==> src/rtl/dmem_arbiter.sv <==
// Two-port data-memory arbiter: round-robin grant, single outstanding access,
// byte-enable stores done as read-merge-write against a single-ported memory.
// Byte enables cover the low 32 bits; WORD_SIZE is expected to be >= 32.
module dmem_arbiter #(
  parameter int unsigned WORD_SIZE = 32
) (
  input  logic                 i_clk,
  input  logic                 i_rst_n,
  // requester 0
  input  logic                 i_req0,
  input  logic                 i_we0,
  input  logic [WORD_SIZE-1:0] i_addr0,
  input  logic [WORD_SIZE-1:0] i_wd0,
  input  logic [3:0]           i_be0,
  output logic                 o_gnt0,
  output logic                 o_rvalid0,
  output logic [WORD_SIZE-1:0] o_rd0,
  // requester 1
  input  logic                 i_req1,
  input  logic                 i_we1,
  input  logic [WORD_SIZE-1:0] i_addr1,
  input  logic [WORD_SIZE-1:0] i_wd1,
  input  logic [3:0]           i_be1,
  output logic                 o_gnt1,
  output logic                 o_rvalid1,
  output logic [WORD_SIZE-1:0] o_rd1,
  // memory side
  output logic [WORD_SIZE-1:0] o_mem_addr,
  output logic [WORD_SIZE-1:0] o_mem_wd,
  output logic                 o_mem_wen,
  output logic                 o_mem_ren,
  input  logic [WORD_SIZE-1:0] i_mem_rd,
  output logic                 o_busy
);

  localparam int unsigned BE_W = 4;

  typedef enum logic [1:0] {
    ST_IDLE     = 2'd0,
    ST_ACCESS   = 2'd1,
    ST_MERGE_WR = 2'd2
  } state_e;

  state_e                 state_q;
  logic                   id_q;
  logic                   last_q;
  logic                   we_q;
  logic [BE_W-1:0]        be_q;
  logic [WORD_SIZE-1:0]   wd_q;
  logic [WORD_SIZE-1:0]   merge_q;

  logic                   rvalid0_q, rvalid1_q;
  logic [WORD_SIZE-1:0]   rd0_q, rd1_q;
  logic [WORD_SIZE-1:0]   mem_addr_q, mem_wd_q;
  logic                   mem_wen_q, mem_ren_q;
  logic                   busy_q;

  logic                   gnt0_c, gnt1_c, grant_c;
  logic                   sel_we_c;
  logic [BE_W-1:0]        sel_be_c;
  logic [WORD_SIZE-1:0]   sel_addr_c, sel_wd_c, word_addr_c;
  logic [WORD_SIZE-1:0]   merged_c;
  logic                   partial_c;
  logic                   unused_addr_lsbs;

  // Round-robin grant, only while idle and out of reset; tie goes to the requester not served last
  always_comb begin
    gnt0_c = 1'b0;
    gnt1_c = 1'b0;
    if (i_rst_n && (state_q == ST_IDLE)) begin
      if (i_req0 && i_req1) begin
        if (last_q) gnt0_c = 1'b1;
        else        gnt1_c = 1'b1;
      end else if (i_req0) begin
        gnt0_c = 1'b1;
      end else if (i_req1) begin
        gnt1_c = 1'b1;
      end
    end
  end

  // Fields of whichever requester is being granted
  always_comb begin
    grant_c     = gnt0_c | gnt1_c;
    sel_we_c    = gnt1_c ? i_we1   : i_we0;
    sel_be_c    = gnt1_c ? i_be1   : i_be0;
    sel_addr_c  = gnt1_c ? i_addr1 : i_addr0;
    sel_wd_c    = gnt1_c ? i_wd1   : i_wd0;
    word_addr_c = {sel_addr_c[WORD_SIZE-1:2], 2'b00};
  end

  // Byte offset bits never reach the memory
  assign unused_addr_lsbs = ^sel_addr_c[1:0];

  // Merge enabled store bytes over the word currently read from memory
  always_comb begin
    merged_c  = i_mem_rd;
    partial_c = (be_q != 4'h0) && (be_q != 4'hF);
    for (int unsigned k = 0; k < BE_W; k++) begin
      if (be_q[k]) merged_c[8*k +: 8] = wd_q[8*k +: 8];
    end
  end

  // Access state machine with registered memory-side and completion outputs
  always_ff @(posedge i_clk or negedge i_rst_n) begin
    if (!i_rst_n) begin
      state_q    <= ST_IDLE;
      id_q       <= 1'b0;
      last_q     <= 1'b1;
      we_q       <= 1'b0;
      be_q       <= '0;
      wd_q       <= '0;
      merge_q    <= '0;
      rvalid0_q  <= 1'b0;
      rvalid1_q  <= 1'b0;
      rd0_q      <= '0;
      rd1_q      <= '0;
      mem_addr_q <= '0;
      mem_wd_q   <= '0;
      mem_wen_q  <= 1'b0;
      mem_ren_q  <= 1'b0;
      busy_q     <= 1'b0;
    end else begin
      rvalid0_q <= 1'b0;
      rvalid1_q <= 1'b0;
      case (state_q)
        ST_IDLE: begin
          if (grant_c) begin
            id_q       <= gnt1_c;
            last_q     <= gnt1_c;
            we_q       <= sel_we_c;
            be_q       <= sel_be_c;
            wd_q       <= sel_wd_c;
            mem_addr_q <= word_addr_c;
            busy_q     <= 1'b1;
            state_q    <= ST_ACCESS;
            if (!sel_we_c) begin
              mem_ren_q <= 1'b1;
            end else if (sel_be_c == 4'hF) begin
              mem_wen_q <= 1'b1;
              mem_wd_q  <= sel_wd_c;
            end else if (sel_be_c != 4'h0) begin
              mem_ren_q <= 1'b1;
            end
          end
        end
        ST_ACCESS: begin
          mem_ren_q <= 1'b0;
          if (we_q && partial_c) begin
            merge_q   <= merged_c;
            mem_wd_q  <= merged_c;
            mem_wen_q <= 1'b1;
            state_q   <= ST_MERGE_WR;
          end else begin
            if (!we_q) begin
              if (id_q) rd1_q <= i_mem_rd;
              else      rd0_q <= i_mem_rd;
            end
            if (id_q) rvalid1_q <= 1'b1;
            else      rvalid0_q <= 1'b1;
            mem_wen_q  <= 1'b0;
            mem_addr_q <= '0;
            mem_wd_q   <= '0;
            busy_q     <= 1'b0;
            state_q    <= ST_IDLE;
          end
        end
        ST_MERGE_WR: begin
          if (id_q) rvalid1_q <= 1'b1;
          else      rvalid0_q <= 1'b1;
          mem_wen_q  <= 1'b0;
          mem_addr_q <= '0;
          mem_wd_q   <= '0;
          busy_q     <= 1'b0;
          state_q    <= ST_IDLE;
        end
        default: begin
          state_q <= ST_IDLE;
        end
      endcase
    end
  end

  assign o_gnt0     = gnt0_c;
  assign o_gnt1     = gnt1_c;
  assign o_rvalid0  = rvalid0_q;
  assign o_rvalid1  = rvalid1_q;
  assign o_rd0      = rd0_q;
  assign o_rd1      = rd1_q;
  assign o_mem_addr = mem_addr_q;
  assign o_mem_wd   = mem_wd_q;
  assign o_mem_wen  = mem_wen_q;
  assign o_mem_ren  = mem_ren_q;
  assign o_busy     = busy_q;

endmodule

==> config.mk <==
export PLATFORM = sky130hd
export DESIGN_NAME = dmem_arbiter
export DESIGN_NICKNAME = d
export VERILOG_FILES = /design/src/rtl/dmem_arbiter.sv
export SDC_FILE = /design/constraint.sdc
export NUM_CORES = 1
export LEC_CHECK = 0
export ABC_AREA = 0
export BUFFER_PORTS_ARGS = -buffer_cell sky130_fd_sc_hd__buf_2
export CORE_MARGIN = 4
export CORE_UTILIZATION = 53
export CTS_CLUSTER_DIAMETER = 80
export DETAILED_ROUTE_END_ITERATION = 16
export PLACE_DENSITY = 0.86
export SYNTH_ARGS = -nofsm -noshare
export SYNTH_HDL_FRONTEND = slang
export SYNTH_SLANG_ARGS = --single-unit
==> constraint.sdc <==
create_clock -name i_clk -period 4.4 [get_ports i_clk]
set_clock_uncertainty 0.1 [all_clocks]
set_input_delay 0.88 -clock i_clk [delete_from_list [all_inputs] [get_ports i_clk]]
set_output_delay 0.88 -clock i_clk [all_outputs]
set_load 0.1 [all_outputs]
# Word-level counts from Yosys, hierarchy flattened
# Cells that the tools add are included.
# classes
n_reduce_logical	15
bitwise	4
n_eq_ne	10
n_mux	47
# ops
cell	count
2-to-1 mux 32 bit	8
case mux 32 bit (3 select lines)	2
2-to-1 mux 8 bit	4
2-to-1 mux 1 bit	24
AND reduction 4 bit	4
nonzero test 4 bit	2
!= test 2 bit, second input constant	3
case mux 1 bit (2 select lines)	3
case mux 1 bit (3 select lines)	2
equality test 4 bit, second input constant	1
logical AND 1 bit	4
2-to-1 mux 2 bit	2
2-to-1 mux 4 bit	1
!= test 4 bit, second input constant	1
case mux 2 bit (2 select lines)	1
!= test 3 x 2 -> 1 bit, second input constant	1
!= test 3 bit, second input constant	1
NOT 1 bit	3
AND reduction 3 bit	1
nonzero test 3 bit	1
equality test 2 x 1 -> 1 bit, second input constant	1
equality test 2 bit, second input constant	1
logical NOT 2 bit	1
!= test 2 x 1 -> 1 bit, second input constant	1
3 further kinds	3
# word_totals
word_cells	91
regBits	174
inputBits	174

# Logic depth before layout (Yosys ltp)
# logic_depth
word_depth	11
ltp_mapped	10
mapped_depth_nobuf	7

# Worst setup path after synthesis
# Ideal clock, no wire load.
# synth_path
path_kind	input to output
start	input port i_req0
end	output port o_gnt0
cell_stages	6
slack_ps	137
arrival_time_ps	3283
cell_sequence	nand2_1 -> nand4_1 -> buf_2 -> buf_2 -> inv_1 -> nor2_1
# synth_via
elab_chain_len	3
word_cells_on_any_way	4
cone_classes	3 x mux; 1 x reduce/logical
# synth_lines
element	line_no	source
start, declared	10	input logic i_req0,
2-to-1 mux 1 bit or logical AND 1 bit (tied branches)	74, 71	
2-to-1 mux 1 bit *	71	if (i_req0 && i_req1) begin
2-to-1 mux 1 bit *	70	if (i_rst_n && (state_q == ST_IDLE)) begin
end, declared	15	output logic o_gnt0,
# Mark *: on every way between the ends. The rest lies on a longest branch, timed or not.

# Final worst setup path
# layout_path
start	input port i_rst_n
end	output port o_gnt1
# layout_via
elab_chain_len	2
# layout_lines
element	line_no	source
start, declared	8	input logic i_rst_n,
logical AND 1 bit	70	
2-to-1 mux 1 bit	70	
end, declared	24	output logic o_gnt1,
# Every way passes these cells.

==> Flow_metrics.wiki <==
{| class="wikitable"
! Metric !! Value
|-
| Maxcap violations || 0
|-
| Final setup TNS || 0 ns
|-
| Total of flip-flops plus latches after synthesis || 172
|-
| Syn-to-layout area delta || 27.6%
|-
| Number of placed instances with taps included || roughly 1,100
|-
| Core footprint || ~15,000 µm²
|-
| Final Hold Viols || 0
|-
| Number of DRC markers after the initial detailed-route iteration || around 250
|-
| Syn. warnings || 0
|-
| Number of antenna violations at the first check in global routing || 0
|-
| Global-route wire length before repair || ~32,000 µm
|-
| Clock period minus final worst setup slack || ~3.2 ns
|-
| Post-detailed-route wirelength per cell || between 15 and 20 µm
|-
| Slew Limit Fails || 0
|-
| Crit Path Max Fanout || 50
|-
| Pin count of the biggest net entering global routing || 67
|-
| Setup Buffers After CTS || 0
|-
| Count of different cell masters after synthesis || 32
|-
| Dominant register cell in the synthesized netlist || dfrtp_1
|-
| Crit path DAT || about 2.2 ns
|-
| Most frequent standard cell in the layout excluding fill and tap cells || buf_2
|-
| Starting utilization of the core area || 54.3%
|-
| Die extent in x || about 130 µm
|-
| Run status || complete, no violations
|-
| FP Rows || 44
|-
| Total die area || roughly 17,000 µm²
|-
| Post-layout net count || roughly 1,100
|-
| Number of buffers added to fix hold violations after cts || 0
|-
| Routed vias || 6,144
|-
| Detailed-router iteration count before antenna repair || 4
|-
| Critical-path cell with the highest stage delay || buf_2
|-
| Top library cells by usage in the layout, fill and taps aside || 301 x buf_2, 171 x dfrtp_1, 101 x mux2i_1
|-
| Remaining antenna violation count || 0
|-
| Root buffer selected by CTS || clkbuf_16
|-
| H-tree depth reported by CTS || 4
|-
| Sink count of the clock tree || between 150 and 200
|-
| Tightest Pin Transition || about 1.2 ns
|-
| Proportion of layout cells with a drive suffix above 1 || between 50% and 60%
|-
| Clock transition at the registers of the reported paths || ~0.060 ns
|-
| Critical path class || in -> out
|-
| Clock tree from TritonCTS || yes
|-
| CTS-repair resized insts || 0
|-
| Clock insertion delay at the later pin of the skew report || 0.43 ns
|-
| Part of the cycle the worst path needs || slightly above 70%
|-
| Via count of the first global-routing pass || ~6,400
|-
| Cell-by-cell trace of the critical path || buf_6, nand4_1, inv_1, buf_2
|-
| Total track usage || 24.6%
|-
| Routed wire length || 21,000 µm
|-
| Sequential share of the synthesized area || 54.1%
|-
| Mapped Avg Cell Area || 12.5 µm²
|-
| Filler cell count || between 1,000 and 1,500
|-
| Final setup violating endpoints || 0
|-
| Die Height || around 130 µm
|-
| Ports placed on the boundary || between 300 and 400
|-
| Placed wire-length estimate after detailed placement || ~15,000 µm
|-
| Achievable clock frequency || 0.314 GHz
|-
| CTS Buffer Depth || 2
|-
| Mapped cell area || 7960 µm²
|-
| Critical Path RT || 3.42 ns
|-
| Worst slew slack as a fraction of its limit || between 20 and 25%
|-
| Inserted Clock Buffers || 17
|-
| Total inserted antenna cells || 0
|-
| Synth async-reset ratio || 100%
|-
| RSZ-0062 raised after global routing || no
|-
| Worst Setup Start Kind || primary input
|-
| Via-to-Cell Ratio || between 5 and 6
|-
| Max incr delay on CP || about 0.45 ns
|-
| Port Buf Inserts || roughly 300
|-
| Min-delay worst type || in -> async
|-
| Top cell family by delay on the critical path || buffers and inverters
|-
| Number of flops mapped to enable cells by yosys || 0
|-
| Worst setup EP type || output port
|-
| Final estimated routing congestion in global placement || 0.815
|-
| Final global-route overflow total || 0
|-
| Number of remaining DRC errors || 0
|-
| Sum of buffers and inverters on the critical path || 3
|-
| Post-Syn Instances || 637
|-
| Final Non-Filler Cells || around 1,100
|}
==> metal layers <==
metal	GRT usage, %	part of all wire, %	vias up
met5	0	0	-
met4	9.13	2.1	0
met3	7.11	8.0	34
met2	43.0	50	273
met1	28.9	40	2982
li1	-	-	2855
==> through the flow <==
step | util [%] | hold slack (ns) | area [µm²] | worst slack (ns)
floorplan | - | 0.339 | 7960 | 0.137
global placement | 65.4 | 0.350 | 9580 | 1.15
detailed placement | 65.4 | 0.349 | 9580 | 1.10
CTS | 69.3 | 0.290 | 10200 | 1.18
global route | 69.3 | 0.306 | 10200 | 1.09
finish | 69.3 | 0.288 | 10200 | 1.21
==> flip-flops by register name, indices dropped and copies added, names as in the netlist <==
signal / flops
be_q: 4
id_q: 1
last_q: 1
o_busy: 1
o_mem_addr: 30
o_mem_ren: 1
o_mem_wd: 32
o_mem_wen: 1
o_rd0: 32
o_rd1: 32
o_rvalid0: 1
o_rvalid1: 1
state_q: 2
wd_q: 32
we_q: 1
==> Yosys cell counts (3+ instances only) <==
cell / number / area [µm²]
mux2i_1: 101 / 1010
o31ai_2: 27 / 338
o31ai_1: 3 / 22.5
dfrtp_1: 171 / 4280
buf_6: 3 / 33.8
inv_1: 6 / 22.5
o21ai_0: 44 / 220
ha_1: 5 / 62.6
nand2_1: 79 / 297
o22ai_1: 32 / 200
mux2_2: 96 / 1080
nor2_1: 4 / 15.0
buf_2: 19 / 95.1
clkbuf_1: 23 / 86.3
==> layout make-up <==
class	count	area [µm²]	share of cell area (%)
clock inverter	10	116	1.15
sequential	172	4310	42.4
inverter	6	22.5	0.222
clock buffer	22	454	4.47
multi-input combinational	411	3430	33.8
tap	184	230	2.27
timing repair buffer	312	1590	15.7
==> path summary, 6_finish.rpt <==
check | slack [ns] | cells past startpoint | startpoint | endpoint
max | 1.21 | 4 | i_rst_n | o_gnt1
max in group asynchronous | 1.94 | 3 | i_rst_n | o_mem_wd[17]
min | 0.29 | 1 | i_rst_n | we_q
min in group i_clk | 0.36 | 2 | last_q | last_q
max reg2reg | 1.62 | 6 | be_q[1] | o_mem_addr[25]
min reg2reg | 0.36 | 2 | last_q | last_q
==> cell families (layout without fill, tap and decap cells) <==
family / after synthesis / in the layout / share of synthesized area [%]
muxes: 197 / 197 / 26.3
AOI/OAI and AO/OA: 112 / 112 / 10.4
other: 1 / 2 / 0.0471
DFF: 172 / 172 / 54.1
buffers and inverters: 55 / 350 / 3.27
adders and majority gates: 5 / 5 / 0.786
and+or+nand+nor: 95 / 95 / 5.06
==> worst register-to-register path, delay by kind of cell, from the launching register on <==
kind / cells / cell delay (ns)
AO/OA/AOI/OAI: 1 / 0.08
buffers and inverters: 1 / 0.35
flip-flops: 1 / 0.62
AND/OR/NAND/NOR: 4 / 1.50
Power is not shown: default switching activity piles up to over one toggle a cycle in this logic, so the estimate is an artifact.
